[src/rtl/am_meas_pkg.sv]
// Shared constants, state encoding and result helpers for the AM tone frequency meter.
package am_meas_pkg;

    localparam int unsigned SYS_CLK_KHZ = 8192;
    localparam int unsigned MID_CODE    = 512;
    localparam int unsigned DIN_W       = 10;
    localparam int unsigned FREQ_W      = 8;
    localparam int unsigned PER_W       = 20;
    localparam int unsigned DIV_W       = 32;

    typedef enum logic [1:0] {
        ST_IDLE = 2'd0,
        ST_ARM  = 2'd1,
        ST_MEAS = 2'd2
    } meas_state_e;

    // Clamp a divider quotient to the 8-bit kHz result range.
    function automatic logic [FREQ_W-1:0] sat_freq(input logic [DIV_W-1:0] q);
        return (q > 32'd255) ? '1 : q[FREQ_W-1:0];
    endfunction

endpackage

[src/rtl/seq_udiv.sv]
// Unsigned restoring divider, one quotient bit per clock, with synchronous abort.
module seq_udiv #(
    parameter int unsigned W = 32
) (
    input  logic         clk,
    input  logic         rst_n,
    input  logic         start,
    input  logic         abort,
    input  logic [W-1:0] dividend,
    input  logic [W-1:0] divisor,
    output logic [W-1:0] quotient,
    output logic         done,
    output logic         busy
);

    localparam int unsigned CW = $clog2(W + 1);

    logic [W-1:0]  rem_q;
    logic [W-1:0]  quo_q;
    logic [W-1:0]  dvs_q;
    logic [CW-1:0] cnt_q;
    logic [W:0]    rem_shift;
    logic [W:0]    rem_sub;

    // Trial subtraction for the next quotient bit; MSB set means borrow.
    always_comb begin
        rem_shift = {rem_q, quo_q[W-1]};
        rem_sub   = rem_shift - {1'b0, dvs_q};
    end

    // Iterate W times after start, then spend one cycle raising done.
    always_ff @(posedge clk or negedge rst_n) begin
        if (!rst_n) begin
            rem_q <= '0;
            quo_q <= '0;
            dvs_q <= '0;
            cnt_q <= '0;
            busy  <= 1'b0;
            done  <= 1'b0;
        end else begin
            done <= 1'b0;
            if (abort) begin
                busy  <= 1'b0;
                cnt_q <= '0;
            end else if (start && !busy) begin
                rem_q <= '0;
                quo_q <= dividend;
                dvs_q <= divisor;
                cnt_q <= CW'(W);
                busy  <= 1'b1;
            end else if (busy) begin
                if (cnt_q != '0) begin
                    rem_q <= rem_sub[W] ? rem_shift[W-1:0] : rem_sub[W-1:0];
                    quo_q <= {quo_q[W-2:0], ~rem_sub[W]};
                    cnt_q <= cnt_q - 1'b1;
                end else begin
                    busy <= 1'b0;
                    done <= 1'b1;
                end
            end
        end
    end

    assign quotient = quo_q;

endmodule

[src/rtl/am_freq_meter.sv]
// Modulating-tone frequency meter: Schmitt zero-crossing detector, NPER-period
// cycle count and rounded sequential divide into integer kHz.
module am_freq_meter
    import am_meas_pkg::*;
#(
    parameter int unsigned CLK_KHZ     = SYS_CLK_KHZ,
    parameter int unsigned NPER        = 4,
    parameter int unsigned HYST        = 16,
    parameter int unsigned TIMEOUT_CYC = 65536
) (
    input  logic        clk,
    input  logic        rst_n,
    input  logic        en,
    input  logic [9:0]  demod_in,
    input  logic        din_valid,
    output logic [7:0]  freq_khz,
    output logic [19:0] period_cyc,
    output logic        freq_valid,
    output logic        no_signal,
    output logic        busy
);

    localparam int unsigned EDGE_W = (NPER > 1) ? $clog2(NPER) : 1;
    localparam int unsigned TMO_W  = $clog2(TIMEOUT_CYC) + 1;

    localparam logic [DIN_W-1:0]  HI_THR    = DIN_W'(MID_CODE + HYST);
    localparam logic [DIN_W-1:0]  LO_THR    = DIN_W'(MID_CODE - HYST);
    localparam logic [TMO_W-1:0]  TMO_LAST  = TMO_W'(TIMEOUT_CYC - 1);
    localparam logic [EDGE_W-1:0] EDGE_LAST = EDGE_W'(NPER - 1);
    localparam logic [DIV_W-1:0]  DIV_NUM   = DIV_W'(CLK_KHZ * NPER);

    meas_state_e       state_q;
    meas_state_e       state_nxt;
    logic              schmitt_q;
    logic              rise_q;
    logic [PER_W-1:0]  win_q;
    logic [PER_W-1:0]  win_inc;
    logic [PER_W-1:0]  per_next;
    logic [EDGE_W-1:0] edge_q;
    logic [TMO_W-1:0]  since_q;
    logic              win_done;
    logic              timeout;
    logic [DIV_W-1:0]  div_quo;
    logic              div_done;
    logic              div_busy;

    // Hysteresis comparator on qualified samples; rise is a registered one-cycle pulse.
    always_ff @(posedge clk or negedge rst_n) begin
        if (!rst_n) begin
            schmitt_q <= 1'b0;
            rise_q    <= 1'b0;
        end else begin
            rise_q <= 1'b0;
            if (din_valid) begin
                if (demod_in >= HI_THR) begin
                    schmitt_q <= 1'b1;
                    rise_q    <= ~schmitt_q;
                end else if (demod_in < LO_THR) begin
                    schmitt_q <= 1'b0;
                end
            end
        end
    end

    // Saturating window count and the period value latched at window end.
    always_comb begin
        win_inc  = (win_q == '1) ? win_q : win_q + 1'b1;
        per_next = (win_q == '1) ? win_q : win_q + 1'b1;
    end

    // Next-state and event strobes; a rise always beats a coincident timeout.
    always_comb begin
        state_nxt = state_q;
        win_done  = 1'b0;
        timeout   = 1'b0;
        if (!en) begin
            state_nxt = ST_IDLE;
        end else begin
            case (state_q)
                ST_IDLE: state_nxt = ST_ARM;
                ST_ARM: begin
                    if (rise_q) begin
                        state_nxt = ST_MEAS;
                    end else if (since_q == TMO_LAST) begin
                        timeout = 1'b1;
                    end
                end
                ST_MEAS: begin
                    if (rise_q) begin
                        win_done = (edge_q == EDGE_LAST);
                    end else if (since_q == TMO_LAST) begin
                        timeout   = 1'b1;
                        state_nxt = ST_ARM;
                    end
                end
                default: state_nxt = ST_IDLE;
            endcase
        end
    end

    // State register.
    always_ff @(posedge clk or negedge rst_n) begin
        if (!rst_n) begin
            state_q <= ST_IDLE;
        end else begin
            state_q <= state_nxt;
        end
    end

    // Window, edge and since-last-rise counters; all held at zero while idle.
    always_ff @(posedge clk or negedge rst_n) begin
        if (!rst_n) begin
            win_q   <= '0;
            edge_q  <= '0;
            since_q <= '0;
        end else if (!en || state_q == ST_IDLE) begin
            win_q   <= '0;
            edge_q  <= '0;
            since_q <= '0;
        end else begin
            since_q <= (rise_q || timeout) ? '0 : since_q + 1'b1;
            if (state_q == ST_ARM) begin
                win_q  <= '0;
                edge_q <= '0;
            end else if (rise_q) begin
                if (win_done) begin
                    win_q  <= '0;
                    edge_q <= '0;
                end else begin
                    win_q  <= win_inc;
                    edge_q <= edge_q + 1'b1;
                end
            end else begin
                win_q <= win_inc;
            end
        end
    end

    // Window end starts the divide only if the divider is free; otherwise that
    // result is dropped while the window still restarts.
    seq_udiv #(
        .W (DIV_W)
    ) u_div (
        .clk      (clk),
        .rst_n    (rst_n),
        .start    (win_done),
        .abort    (!en),
        .dividend (DIV_NUM + DIV_W'(per_next >> 1)),
        .divisor  (DIV_W'(per_next)),
        .quotient (div_quo),
        .done     (div_done),
        .busy     (div_busy)
    );

    // Result registers: divider completion or timeout updates and pulses freq_valid.
    always_ff @(posedge clk or negedge rst_n) begin
        if (!rst_n) begin
            freq_khz   <= '0;
            period_cyc <= '0;
            freq_valid <= 1'b0;
            no_signal  <= 1'b0;
        end else begin
            freq_valid <= 1'b0;
            if (win_done) begin
                period_cyc <= per_next;
            end
            if (div_done && en) begin
                freq_khz   <= sat_freq(div_quo);
                no_signal  <= 1'b0;
                freq_valid <= 1'b1;
            end
            if (timeout) begin
                freq_khz   <= '0;
                no_signal  <= 1'b1;
                freq_valid <= 1'b1;
            end
        end
    end

    assign busy = div_busy | div_done;

endmodule

[config.mk]
export PLATFORM = sky130hd
export DESIGN_NAME = am_freq_meter
export DESIGN_NICKNAME = d
export VERILOG_FILES = /design/src/rtl/am_meas_pkg.sv /design/src/rtl/seq_udiv.sv /design/src/rtl/am_freq_meter.sv
export SDC_FILE = /design/constraint.sdc
export NUM_CORES = 1
export LEC_CHECK = 0
export CAP_MARGIN = 20
export CORE_MARGIN = 1.5
export CORE_UTILIZATION = 30
export CTS_CLUSTER_DIAMETER = 200
export DETAILED_ROUTE_END_ITERATION = 6
export PLACE_DENSITY = 0.45
export SLEW_MARGIN = 10
export SYNTH_ARGS = -nofsm -noshare
export SYNTH_HDL_FRONTEND = slang
export SYNTH_SLANG_ARGS = --single-unit
[constraint.sdc]
create_clock -name clk -period 3.6 [get_ports clk]
set_input_delay 0.72 -clock clk [delete_from_list [all_inputs] [get_ports clk]]
set_output_delay 0.72 -clock clk [all_outputs]
set_load 0.1 [all_outputs]
* Word level (Yosys, flattened, before mapping) *
Cells that the tools add are included.

operators by class
  bitwise operators = 3
  $add $sub $neg = 6
  eq/ne operators = 10
  reductions and logical operators = 19
  mux-type cells = 53
  $lt $le $gt $ge = 3

operators by type and width
  kind                                                             number
  two-way mux 32 bit                                               7
  two-way mux 20 bit                                               5
  two-way mux 17 bit                                               2
  subtractor 33 x 20 -> 33 bit                                     1
  greater-than comparator 32 x 8 -> 1 bit (second input constant)  1
  two-way mux 6 bit                                                4
  two-way mux 8 bit                                                3
  two-way mux 1 bit                                                23
  adder 16 x 19 -> 20 bit (first input constant)                   1
  adder 20 x 1 -> 20 bit (second input constant)                   1
  == test 20 bit (second input constant)                           1
  adder 17 x 1 -> 17 bit (second input constant)                   1
  == test 17 x 16 -> 1 bit (second input constant)                 1
  two-way mux 2 bit                                                8
  greater-or-equal comparator 10 bit (second input constant)       1
  < comparator 10 x 9 -> 1 bit (second input constant)             1
  != test 3 bit (second input constant)                            3
  nonzero test 2 bit                                               4
  != test 3 x 1 -> 1 bit (second input constant)                   2
  case mux 2 bit (3 select lines)                                  1
  AND reduction 2 bit                                              3
  AND reduction 3 bit                                              2
  nonzero test 6 bit                                               1
  subtractor 6 x 1 -> 6 bit (second input constant)                1
  11 further kinds                                                 16

word-level totals
  flip-flop bits (word level) = 165
  input port bits = 14
  output and inout port bits = 31
  logic and storage cells = 110

* Depth between registers and ports, before layout *
  word-level depth = 8
  gate-level depth with buffers = 13

* By module *
A second synthesis with hierarchy kept.

second synthesis, totals
  cells, all modules = 1132
  area, all modules = 9895.7 µm²

modules (own cells, without submodules)
  module         area an instance (µm²)  seq. area each (µm²)  cells each  instances
  seq_udiv       6302.3                  2602.5                745         1
  am_freq_meter  3593.4                  1826.8                387         1

* Least setup slack after synthesis *
No wires, ideal clock.

  path kind = reg-to-reg
  start = register u_div.quo_q[31], in the netlist u_div.quotient[31]
  end = register u_div.rem_q[26]
  stages on the path, launching flop included = 13
  arrival time = 2691 ps
  period minus slack after synthesis = 2825 ps
  buffers on the path = 0
  slack = 775 ps
  data required time = 3466 ps
  cell sequence = dfrtp_1 > inv_1 > ha_1 > inv_1 > fa_1 > a211oi_1 > o211ai_1 > a31oi_4 > a21oi_2 > or4_4 > nor3_2 > xnor2_1 > o21ai_0

on the way
  word-level cells in the longest chain between the ends = 5

RTL lines
  element                       line            RTL
  from (decl)                   seq_udiv.sv:19  logic [W-1:0] quo_q;
  from (signal assigned)        seq_udiv.sv:47  quo_q <= dividend;
  from (signal assigned)        seq_udiv.sv:54  quo_q <= {quo_q[W-2:0], ~rem_sub[W]};
  subtractor 33 x 20 -> 33 bit  seq_udiv.sv:28  rem_sub = rem_shift - {1'b0, dvs_q};
  two-way mux 32 bit            seq_udiv.sv:53  rem_q <= rem_sub[W] ? rem_shift[W-1:0] : rem_sub[W-1:0];
  two-way mux 32 bit            seq_udiv.sv:52  if (cnt_q != '0) begin
  two-way mux 32 bit            seq_udiv.sv:51  end else if (busy) begin
  two-way mux 32 bit            seq_udiv.sv:45  end else if (start && !busy) begin
  to (signal assigned)          seq_udiv.sv:53
  to (decl)                     seq_udiv.sv:18  logic [W-1:0] rem_q;

No other way between the ends. The select of a mux whose other input is x is not followed.
A chain may end at the register's enable or synchronous reset.

* Worst setup path after layout *
Ends and elaborated chain as after synthesis.

==> out/qor.yml <==
area_delta_synth_final_pct: 16.9
synth_ff_type: "dfrtp_1"
max_slew_margin_pct: 32.1
slew_violations: 0
dp_hpwl_um: 15200
dr_wl_met2_um: 10000
dr.max_layer_used: "met4"
seq_power_share_pct: 48.3
cts_root_buf: "clkbuf_16"
swShare_pct: 26.7
clkSinkCount: 165
synth_compound_area_share_pct: 14.1
final_common_cell: "dfrtp_1"
fin_nets: 1014
path_buf_inv: 2
power_frac_clock_pct: 46.5
ios: 45
irDropWorstVdd_v: 0.000195
crit_chain: "inv_1, ha_1, inv_1, fa_1, a211oi_1, o211ai_1, a31oi_4, a21oi_2, or4_4, nor3_2, xnor2_1, o21ai_0"
timing_hold_violations_final: 0
die_h_um: 172
dieArea_mm2: 0.0295
grtUsageTotal_pct: 15.6
synth_top_family_by_area: "simple AND/OR/NAND/NOR gates"
total_power_mw: 3.91
ant_nets: 0
gr-total-overflow: 0
drive_above_1_share_pct: 8.36
placed_area_mm2: 0.00939
rows: 61
async_reset_ff_share_pct: 100
post_drt_wl_per_cell_um: 15.6
stdcell_area_mm2: 0.00997
via_count: 6548
cp_slowest_cell: "or4_4"
clkLatencyLatePin_ns: 0.43
synth_xor_area_share_pct: 6.64
run_status: "complete, no violations"
synthAdderAreaFrac_pct: 4.78
fin_crit_sh_pct: 87.0
first_iter_violations: 305
cts_tree: "yes"
htreeDepth: 4
grt_pass1_vias: 6571
cp_slowest_stage_delay_ns: 0.60
yosysSeqAreaShare_pct: 48.4
crit_type: "flop to flop"
path_max_fanout: 4
skew_ns: 0.0151
fmax_mhz: 319
avgViaCountPerCell: 4.82
p_leak_nw: 4.44
port_buffers: 40
synth_edf_count: 0
mappedNetlistNets: 981
pwr-share-comb_pct: 5.2
drtPass1Iterations: 4
path_delay_family: "compound AO/OA/AOI/OAI gates"
gp_congestion: 0.745
tns_ns: 0
ys_ff_latch: 165
worstHoldPathType: "input port to asynchronous set/reset pin"
final_cell_mix: "dfrtp_1 (165), nand2_1 (152), nor2_1 (84)"
wl_um: 21100
clockBufferDepth: 2
numCtsBuffers: 17
clk_pin_slew_ns: 0.08
ys_types: 66
ctsHoldBuffers: 0
fillers: 2869
n_antenna_cell: 0
drt-met1-wl_um: 10400
drc: 0
worstPathRequired_ns: 3.90
rsz0062_at_grt: "no"
cts_setup_buffers: 0
finalSetupViolCount: 0
crit_top_cell: "inv_1"
synth_simple_gate_area_share_pct: 21.3
register_area_mm2: 0.00413
antenna_found_initial: 0
netlist_area_mm2: 0.00853
wl_met3_um: 532
core_area_mm2: 0.0279
multi_input_area_mm2: 0.00410
cap_violations: 0
p_per_area_mw_per_mm2: 392
crit_path_end_kind: "flop"
finalCriticalPeriod_ns: 3.13
initial_core_util_pct: 30.6
avgSynthCellArea_um2: 9.13
synth_warnings: 0
p_switching_mw: 1.04
synthMuxAreaShare_pct: 0.938
cts_resized: 0
grt_max_degree: 65
crit_arrival_ns: 3.43
intPower_mw: 2.87
synth_cells: 935
die_w_um: 172
tightest_slew_ns: 1.02
cp-start-kind: "flop"
grt_first_pass_wirelength_um: 35700
## cell families after synthesis
group	Yosys count
and+or+nand+nor	387
AOI/OAI and AO/OA	198
DFF	165
buffers and inverters	82
xor gates and xnor gates	63
adders and majority gates	32
muxes	8
## path summary, 6_finish.rpt
check,end,slack [ns],startpoint,cells after the start
min reg2reg,rise_q,0.47,schmitt_q,1
min,win_q[7],0.27,rst_n,1
max in group asynchronous,u_div.done,2.45,rst_n,2
max,u_div.rem_q[26],0.47,u_div.quotient[31],12
max reg2reg,u_div.rem_q[26],0.47,u_div.quotient[31],12
min in group clk,rise_q,0.47,schmitt_q,1
## cell type report
type                    count  share of cell area, %
clock buffers              18                   4.30
clock inverters            14                   1.58
inverters                  35                   1.32
multi-input cells         688                   41.1
flip-flops and latches    165                   41.4
well taps                 378                   4.74
repair buffers             61                   5.58
## metal layers
layer	vias up	GRT usage, %
met3	16	2.51
met2	76	25.6
met1	3154	21.2
met5	-	0
met4	0	4.39
li1	3302	-
## synthesized netlist by cell type, types with 4 or more instances
master    instances  area, µm²
and3_1           24        150
nor2_1           85        319
xnor2_1          27        236
nor2b_1           5       31.3
nor4_1           11       68.8
a32oi_1           5       43.8
o21ai_0          73        365
and4_1            5       43.8
nor3_1           13       65.1
nand3b_1          4       30.0
ha_1             31        388
mux2i_1           8       80.1
o221a_2           8       90.1
a21oi_1          60        300
nand3_1          45        225
a21o_1            9       67.6
o21ai_1           5       25.0
and2_1            6       37.5
nand4_1          13       81.3
dfrtp_1         165       4130
o211ai_1          5       37.5
inv_1            35        131
nand2_1         152        571
clkbuf_1         39        146
a31oi_1           6       37.5
xor2_1           34        298
## through the flow
step | setup WS [ns] | hold slack [ns] | utilization [%] | std cells
3_3_place_gp | 0.483 | 0.456 | 33.7 | 1327
6_report | 0.470 | 0.273 | 35.8 | 1359
3_5_place_dp | 0.474 | 0.456 | 33.7 | 1327
2_1_floorplan | 0.775 | 0.424 | - | 935
4_1_cts | 0.462 | 0.276 | 35.8 | 1359
5_1_grt | 0.240 | 0.309 | 35.8 | 1359
## power by group through the flow
stage               sequential, mW  clock [mW]  combinational [mW]
floorplan                     1.92           0               0.116
global placement              1.93           0               0.210
detailed placement            1.93           0               0.211
CTS                           1.89        1.89               0.212
global route                  1.89        1.95               0.238
finish                        1.89        1.82               0.203
## worst reg2reg max path: stages, from the launching register on
cell and delay (ns):
dfrtp_1 0.40, inv_1 0.09, ha_1 0.16, inv_1 0.05
fa_1 0.42, a211oi_1 0.33, o211ai_1 0.25, a31oi_4 0.24
a21oi_2 0.12, or4_4 0.60, nor3_2 0.15, xnor2_1 0.13
o21ai_0 0.08
## state kept, by name, indices dropped and copies added (netlist names)
| register | cells |
|---|---|
| u_div.cnt_q | 6 |
| u_div.busy | 1 |
| edge_q | 2 |
| u_div.quotient | 32 |
| state_q | 2 |
| u_div.done | 1 |
| win_q | 20 |
| u_div.rem_q | 32 |
| schmitt_q | 1 |
| no_signal | 1 |
| freq_valid | 1 |
| freq_khz | 8 |
| u_div.dvs_q | 20 |
| period_cyc | 20 |
| since_q | 17 |
| rise_q | 1 |
Note: power is estimated with default switching activity, not from simulation.
